**src/rtl/conv_pkg.sv**
```systemverilog
// Shared convolution constants: kernel size and the 3x3 window element packing
// used by both the window generator and the PE array.
package conv_pkg;

    localparam int KERNEL_SIZE = 3;
    localparam int WIN_ELEMS   = KERNEL_SIZE * KERNEL_SIZE;

    // Element (r,c) lives at slot 3*r+c; r=0 is the oldest row, c=0 the leftmost column.
    function automatic int win_idx(input int r, input int c);
        return KERNEL_SIZE * r + c;
    endfunction

endpackage

```
**src/rtl/line_buffer.sv**
```systemverilog
// One image row of delay: an enable-gated shift register whose tap returns the
// pixel pushed DEPTH enables ago (same column, previous row).
module line_buffer #(
    parameter int DATA_WIDTH = 8,
    parameter int DEPTH      = 16
) (
    input  logic                  clk,
    input  logic                  en,
    input  logic [DATA_WIDTH-1:0] din,
    output logic [DATA_WIDTH-1:0] tap
);

    // Storage is deliberately unreset; stale contents are never emitted as a window.
    logic [DATA_WIDTH-1:0] mem [DEPTH];

    always_ff @(posedge clk) begin
        if (en) begin
            mem[0] <= din;
            for (int i = 1; i < DEPTH; i++) begin
                mem[i] <= mem[i-1];
            end
        end
    end

    assign tap = mem[DEPTH-1];

endmodule

```
**src/rtl/conv_window_gen.sv**
```systemverilog
// Streams raster pixels from a FWFT FIFO and emits 3x3 windows (centre in raster
// order) with a valid/ready output that holds steady under backpressure.
module conv_window_gen
    import conv_pkg::*;
#(
    parameter int DATA_WIDTH = 8,
    parameter int IMG_WIDTH  = 16,
    parameter int IMG_HEIGHT = 16
) (
    input  logic                            clk,
    input  logic                            rst,
    input  logic [DATA_WIDTH-1:0]           fifo_data,
    input  logic                            fifo_empty,
    output logic                            fifo_rd_en,
    output logic [WIN_ELEMS*DATA_WIDTH-1:0] win_data,
    output logic                            win_valid,
    input  logic                            win_ready,
    output logic                            win_last
);

    localparam int CW = $clog2(IMG_WIDTH);
    localparam int RW = $clog2(IMG_HEIGHT);

    // Handshake: a window transfers on a cycle with win_valid && win_ready; a pixel is
    // popped whenever the FIFO has data and the output register is free or draining.
    logic pop;
    assign pop        = !rst && !fifo_empty && (!win_valid || win_ready);
    assign fifo_rd_en = pop;

    logic [CW-1:0] col;
    logic [RW-1:0] row;
    logic          at_end_col;
    logic          at_end_row;
    logic          produce;

    assign at_end_col = (col == CW'(IMG_WIDTH - 1));
    assign at_end_row = (row == RW'(IMG_HEIGHT - 1));
    assign produce    = pop && (row >= RW'(2)) && (col >= CW'(2));

    logic [DATA_WIDTH-1:0] tap_prev;
    logic [DATA_WIDTH-1:0] tap_prev2;

    line_buffer #(.DATA_WIDTH(DATA_WIDTH), .DEPTH(IMG_WIDTH)) u_lb_prev (
        .clk (clk),
        .en  (pop),
        .din (fifo_data),
        .tap (tap_prev)
    );

    line_buffer #(.DATA_WIDTH(DATA_WIDTH), .DEPTH(IMG_WIDTH)) u_lb_prev2 (
        .clk (clk),
        .en  (pop),
        .din (tap_prev),
        .tap (tap_prev2)
    );

    logic [DATA_WIDTH-1:0]           sw     [KERNEL_SIZE][KERNEL_SIZE];
    logic [DATA_WIDTH-1:0]           nxt    [KERNEL_SIZE][KERNEL_SIZE];
    logic [DATA_WIDTH-1:0]           new_col[KERNEL_SIZE];
    logic [WIN_ELEMS*DATA_WIDTH-1:0] nxt_flat;

    always_comb begin
        new_col[0] = tap_prev2;
        new_col[1] = tap_prev;
        new_col[2] = fifo_data;
        nxt_flat   = '0;
        for (int r = 0; r < KERNEL_SIZE; r++) begin
            for (int c = 0; c < KERNEL_SIZE - 1; c++) begin
                nxt[r][c] = sw[r][c+1];
            end
            nxt[r][KERNEL_SIZE-1] = new_col[r];
            for (int c = 0; c < KERNEL_SIZE; c++) begin
                nxt_flat[DATA_WIDTH*win_idx(r, c) +: DATA_WIDTH] = nxt[r][c];
            end
        end
    end

    always_ff @(posedge clk) begin
        if (pop) begin
            sw <= nxt;
        end
    end

    always_ff @(posedge clk or posedge rst) begin
        if (rst) begin
            col       <= '0;
            row       <= '0;
            win_data  <= '0;
            win_valid <= 1'b0;
            win_last  <= 1'b0;
        end else begin
            if (pop) begin
                if (at_end_col) begin
                    col <= '0;
                    row <= at_end_row ? '0 : row + RW'(1);
                end else begin
                    col <= col + CW'(1);
                end
            end
            // A producing pop replaces an accepted window in the same cycle (no bubble).
            if (produce) begin
                win_data  <= nxt_flat;
                win_valid <= 1'b1;
                win_last  <= at_end_col && at_end_row;
            end else if (win_valid && win_ready) begin
                win_valid <= 1'b0;
                win_last  <= 1'b0;
            end
        end
    end

endmodule

```
**config.mk**
```make
export PLATFORM = sky130hd
export DESIGN_NAME = conv_window_gen
export DESIGN_NICKNAME = d
export VERILOG_FILES = /design/src/rtl/conv_pkg.sv /design/src/rtl/line_buffer.sv /design/src/rtl/conv_window_gen.sv
export SDC_FILE = /design/constraint.sdc
export NUM_CORES = 1
export LEC_CHECK = 0
export BUFFER_PORTS_ARGS = -buffer_cell sky130_fd_sc_hd__buf_2
export CORE_MARGIN = 4
export CORE_UTILIZATION = 59
export DETAILED_ROUTE_END_ITERATION = 10
export MAX_ROUTING_LAYER = met4
export PLACE_DENSITY_LB_ADDON = 0.08
export REMOVE_ABC_BUFFERS = 1
export SYNTH_ARGS = -nofsm -noshare
export SYNTH_HDL_FRONTEND = slang
export SYNTH_SLANG_ARGS = --single-unit
```
**constraint.sdc**
```tcl
create_clock -name clk -period 3.9 [get_ports clk]
set_clock_uncertainty 0.1 [all_clocks]
set_input_delay 0.78 -clock clk [delete_from_list [all_inputs] [get_ports clk]]
set_output_delay 0.78 -clock clk [all_outputs]
set_load 0.05 [all_outputs]
```
==> results of run 1 <==
==> sequential cells by signal (all words and copies together), names as in the netlist <==
signal and count:
win_last 1, col 4, win_data 72, u_lb_prev2.mem 114, row 4, u_lb_prev.mem 114, nxt 44, win_valid 1
==> path summary, 6_finish.rpt <==
kind	to	slack [ps]	depth (start not counted)
min in group asynchronous	win_valid	390	2
max in group asynchronous	win_data[47]	2540	3
worst min register to register	u_lb_prev2.mem[1][37]	320	0
worst min-delay path	u_lb_prev2.mem[1][37]	320	0
worst max register to register	win_data[10]	1480	7
worst max-delay path	fifo_rd_en	1430	4
==> placed cells by master (no fill, tap or decap), types with 5 or more instances in the layout <==
master	count
clkbuf_1	8
clkinvlp_4	5
o21ai_0	6
clkbuf_8	5
buf_2	86
nand3_1	7
mux2_2	14
dfrtp_1	82
clkbuf_16	37
edfxtp_1	272
mux2_4	59
==> final cells by class <==
class                   count  area (um2)
clock buffers              50        1020
clock inverters            14         136
fillers                  1228        5930
inverters                   3        12.5
multi-input cells         113        1310
flip-flops and latches    354       10200
well taps                 265         332
repair buffers             92         500
==> stage by stage <==
stage / cell area, um2 / hold WS [ps] / setup TNS, ps / setup WS [ps]
6_report: 13500 / 316 / 0 / 1430
5_1_grt: 13500 / 319 / 0 / 1340
3_3_place_gp: 12400 / 303 / 0 / 1380
4_1_cts: 13500 / 316 / 0 / 1410
3_5_place_dp: 12400 / 305 / 0 / 1250
2_1_floorplan: 11500 / 300 / -91130 / -1240
==> routing by layer <==
metal / share of wire [%] / vias up
met3: 4.6 / 23
met1: 46 / 2361
met2: 47 / 110
met4: 2.0 / 0
met5: 0 / -
li1: - / 2081
==> report_power, final <==
group / internal, uW / leakage (uW) / total [uW] / switching, uW
logic: 480 / 0.00126 / 1510 / 1030
clock network: 1970 / 0.000551 / 3290 / 1310
registers: 4500 / 0.00367 / 4690 / 191
==> worst max-delay path: cells and delay by family <==
kind	cells	cell delay, ps
AND/OR/NAND/NOR	2	370
buffers and inverters	2	420
==> cells by family (layout without fill, tap and decap cells) <==
group	Yosys count	in the layout
DFF	354	354
muxes	73	73
buffers and inverters	12	159
adders and majority gates	4	4
and+or+nand+nor	23	23
AOI/OAI and AO/OA	11	11
xor gates and xnor gates	2	2
==> impl_metrics.ini, run 1 <==
[logic_synthesis]
yosysSeqAreaShare_pct = 87.3
yosysMostFrequentCell = edfxtp_1
syn_avg_cell_area_um2 = 24.4
synth_top_area_share_pct = 69.8
synth.mux.area_fraction_pct = 8.92
synth-compound-area-share_pct = 0.513
synth.ff_latch_count = 354
synth.largest_area_cell = edfxtp_1
synth-xor-area-share_pct = 0.150
syn_inst = 479
ys.flop_type = edfxtp_1
synthSimpleGateAreaFrac_pct = 1.17
synth_top_family_by_area = multiplexers
synth_commonest_cells = edfxtp_1, dfrtp_1, mux2_4, mux2_2
ys_types = 25
synthAdderAreaFrac_pct = 0.428
synth-edff-count = 272
yosysWarnings = 0
synthTopCellsByArea = edfxtp_1, dfrtp_1, mux2_4
syn-cell-area_um2 = 11700
async_flop_share_pct = 23.2

[grt]
gr-total-overflow = 0
grt_pass1_vias = 4790
antenna_found_initial = 0
met1_usage_pct = 20.2
met3_usage_pct = 2.89
grt_max_degree = 198
busiest_layer = met2
grt_pass1_wl_um = 24600
grtUsageMet2_pct = 21.2
grt_util_all_layers_pct = 14.3

[routing]
via_per_inst = 5.13
antenna_left = 0
first_iter_violations = 343
routed_wirelength_um = 15000
drc = 0
wl_per_cell_um = 16.8
via_count = 4575
dr.pass1.iters = 4

[setup_path]
cpMaxStageDelayCell = buf_2
startpoint = fifo_empty
arrival_ps = 1590
reg2reg_from = row[0]
critPathMaxFanout = 4
worstSetupPathType = in2out
critPathMostFrequentCell = buf_2
slowest_delay_ps = 320
cp-start-kind = input port
worstSetupEndpointType = primary output
cp_cell_sequence = buf_2 -> nor2_2 -> and2_4 -> buf_2
worst_ep_required_time_ps = 3020

[floorplan]
ios = 87
coreArea_um2 = 19500
initial_utilization_pct = 60.1
dieArea_um2 = 22200
die_w_um = 149
die_h_um = 149
num_rows = 51

[place]
dp_hpwl_um = 8000
gp_congestion = 0.715
io_buffers = 86
dp.cells = 827

[timing]
maxSlewViolCount = 0
fin_crit_ps = 2470
setup_viol = 0
finalHoldViolations = 0
worst_pin_slew_ps = 1030
fmax_mhz = 405
period_share_pct = 63.4
slew-limit-headroom_pct = 31.3
rsz0062_at_grt = false

[final_layout]
insertedDiodeCount = 0
area_growth_pct = 15.7
finalNonFillerCells = 891
final_util_pct = 69.5
nets = 616
drive_above_1_share_pct = 35.6

[power]
p_leak_uw = 0.00548
powerDensity_nw_per_um2 = 701
power.total_uw = 9480
ir_drop_v = 0.000462

[clock_tree]
cts_root_buffer = clkbuf_16
h-tree-depth = 2
clockBufferDepth = 3
post_cts_buffers = 0
cts-resized-gates = 0
cts_made_buffers = 36
cts_sinks = 354
cts_hold_repair.buffers = 0
tritoncts = yes
clkTransAtPathRegs_ps = 60
worstSkewPairLatency_ps = 490

[worst_hold_path]
hold_class = reg2reg
hp-start = u_lb_prev2.mem[1][29]

[outcome]
status = finished, final reports clean

[flow_run]
maxCapViolations = 0
Power figures use the tool's default switching activity.
==> run 2: changes to the inputs <==
--- a/config.mk
+++ b/config.mk
@@ -5,9 +5,10 @@
 export SDC_FILE = /design/constraint.sdc
 export NUM_CORES = 1
 export LEC_CHECK = 0
+export ABC_AREA = 1
 export BUFFER_PORTS_ARGS = -buffer_cell sky130_fd_sc_hd__buf_2
 export CORE_MARGIN = 4
-export CORE_UTILIZATION = 59
+export CORE_UTILIZATION = 53
 export DETAILED_ROUTE_END_ITERATION = 10
 export MAX_ROUTING_LAYER = met4
 export PLACE_DENSITY_LB_ADDON = 0.08
==> constraint.sdc (replaced) <==
create_clock -name clk -period 2.2 [get_ports clk]
set_clock_uncertainty 0.1 [all_clocks]
set_input_delay 0.44 -clock clk [delete_from_list [all_inputs] [get_ports clk]]
set_output_delay 0.44 -clock clk [all_outputs]
set_load 0.05 [all_outputs]
==> impl_metrics.ini, run 2 <==
[logic_synthesis]
synth-edff-count = 272
synth_top_area_share_pct = 71.0
async_flop_share_pct = 23.2
synth.ff_latch_count = 354
syn_inst = 647
syn_avg_cell_area_um2 = 17.8
yosysWarnings = 0
synth_commonest_cells = edfxtp_1, nand2_1, dfrtp_1, buf_6, nand3_1
synth.largest_area_cell = edfxtp_1
yosysSeqAreaShare_pct = 88.8
ys_types = 17
synthTopCellsByArea = edfxtp_1, dfrtp_1, nand2_1
syn-cell-area_um2 = 11500
ys.flop_type = edfxtp_1
yosysMostFrequentCell = edfxtp_1

[final_layout]
final_common_cell = edfxtp_1
insertedDiodeCount = 0
final_cell_mix = edfxtp_1, nand2_1, buf_2
drive_above_1_share_pct = 19.1
reg_top3 = u_lb_prev.mem (114), u_lb_prev2.mem (114), win_data (72)
nets = 784
fillers = 1523
finalNonFillerCells = 1069
area_growth_pct = 16.7

[timing]
worst_pin_slew_ps = 581
fin_crit_ps = 2070
fmax_mhz = 482
maxSlewViolCount = 0
rsz0062_at_grt = false
fin_tns_setup_ps = 0
finalHoldViolations = 0
setup_viol = 0
period_share_pct = 94.3
fin_hold_ws_ps = 7.04
slew-limit-headroom_pct = 61.2

[routing]
drc = 0
antenna_left = 0
wl_per_cell_um = 15.2
first_iter_violations = 322
routed_wirelength_um = 16300
via_per_inst = 4.94
dr.pass1.iters = 4
via_count = 5284

[outcome]
status = finished, final reports clean

[grt]
gr-total-overflow = 0
antenna_found_initial = 0
grt_max_degree = 88
grt_util_all_layers_pct = 14.2
grt_pass1_vias = 5256
grt_pass1_wl_um = 27000

[clock_tree]
cts_root_buffer = clkbuf_16
clkTransAtPathRegs_ps = 50
cts_sinks = 354
cts_hold_repair.buffers = 0
tritoncts = yes
h-tree-depth = 2
cts_made_buffers = 35
worstSkewPairLatency_ps = 490
clockBufferDepth = 3

[setup_path]
critPathMaxFanout = 16
arrival_ps = 1530
crit_buf_inv = 3
cp-start-kind = register
worstSetupPathType = reg2out
slowest_delay_ps = 390
worst_ep_required_time_ps = 1660
critical-path-top-delay-family = buffers and inverters
cpMaxStageDelayCell = dfrtp_1
cp_cell_sequence = inv_1 -> nor2_1 -> nor2_4 -> buf_12 -> buf_6
worstSetupEndpointType = primary output

[power]
p_leak_uw = 0.00554
ir_drop_v = 0.000587
powerDensity_nw_per_um2 = 1050

[floorplan]
ios = 87
die_h_um = 155
die_w_um = 155
dieArea_um2 = 24100
initial_utilization_pct = 54.2
coreArea_um2 = 21200
num_rows = 53

[place]
dp.cells = 1006
gp_congestion = 0.764
dp_hpwl_um = 8760
io_buffers = 86

[flow_run]
maxCapViolations = 0

[worst_hold_path]
hold_class = in2async
## run 2: layout make-up
cell class	count	area [um2]	share of cell area, %
Tap cell	275	344	2.56
Multi-Input combinational cell	270	1110	8.30
Clock inverter	12	53.8	0.401
Inverter	8	31.3	0.233
Timing Repair Buffer	99	609	4.54
Clock buffer	51	1060	7.88
Sequential cell	354	10200	76.1
## run 2: worst paths after layout
path                                      start                    end  slack, ps  cells past startpoint
hold reg to reg            u_lb_prev2.mem[1][9]  u_lb_prev2.mem[1][17]        310                      0
setup / recovery                      win_valid             fifo_rd_en        130                      5
setup reg to reg                         row[0]           win_data[49]        380                      9
min in group clk                   fifo_data[6]                nxt[14]         40                      1
hold / removal                              rst            win_data[4]          7                      3
max in group asynchronous                   rst           win_data[62]       1010                      4
## run 2: logic make-up (layout without fill, tap and decap cells)
kind of cell,count (synthesis),count (layout),synth area share [%]
flops,354,354,88.8
simple gates,255,255,8.58
xor+xnor,2,2,0.152
compound gates,9,9,0.413
buf+inv,23,170,1.63
fa+ha+maj,4,4,0.435
## run 2: timing repair
action	in CTS	in global routing
setup buffers	0	0
endpoints found under the setup margin	1	1
gates resized for setup	1	1
## run 2: metrics by stage
step / setup WS [ps] / cell area [um2] / utilization [%] / power, uW
6_report: 126 / 13400 / 63.3 / 14200
5_1_grt: 12.3 / 13400 / 63.3 / 14800
4_1_cts: 45.7 / 13400 / 63.3 / 14400
3_5_place_dp: 286 / 12300 / 58.0 / 8700
3_3_place_gp: 324 / 12300 / 58.0 / 8660
2_1_floorplan: -7450 / 11400 / - / 8450
## run 2: power breakdown
part / switching (uW) / internal [uW]
clock: 2270 / 3330
combinational: 644 / 189
sequential: 162 / 7560
## run 2: routing by layer
metal | track usage (%) | part of all wire, % | up-vias
met3 | 3.31 | 4.8 | 20
met4 | 4.21 | 1.5 | 0
met1 | 20.5 | 49 | 2644
met2 | 20.7 | 45 | 120
met5 | - | 0 | -
li1 | - | - | 2500
## run 2: worst min-delay path, delay by kind of cell
| kind | cells | cell delay (ps) |
|---|---|---|
| buf+inv | 3 | 600 |
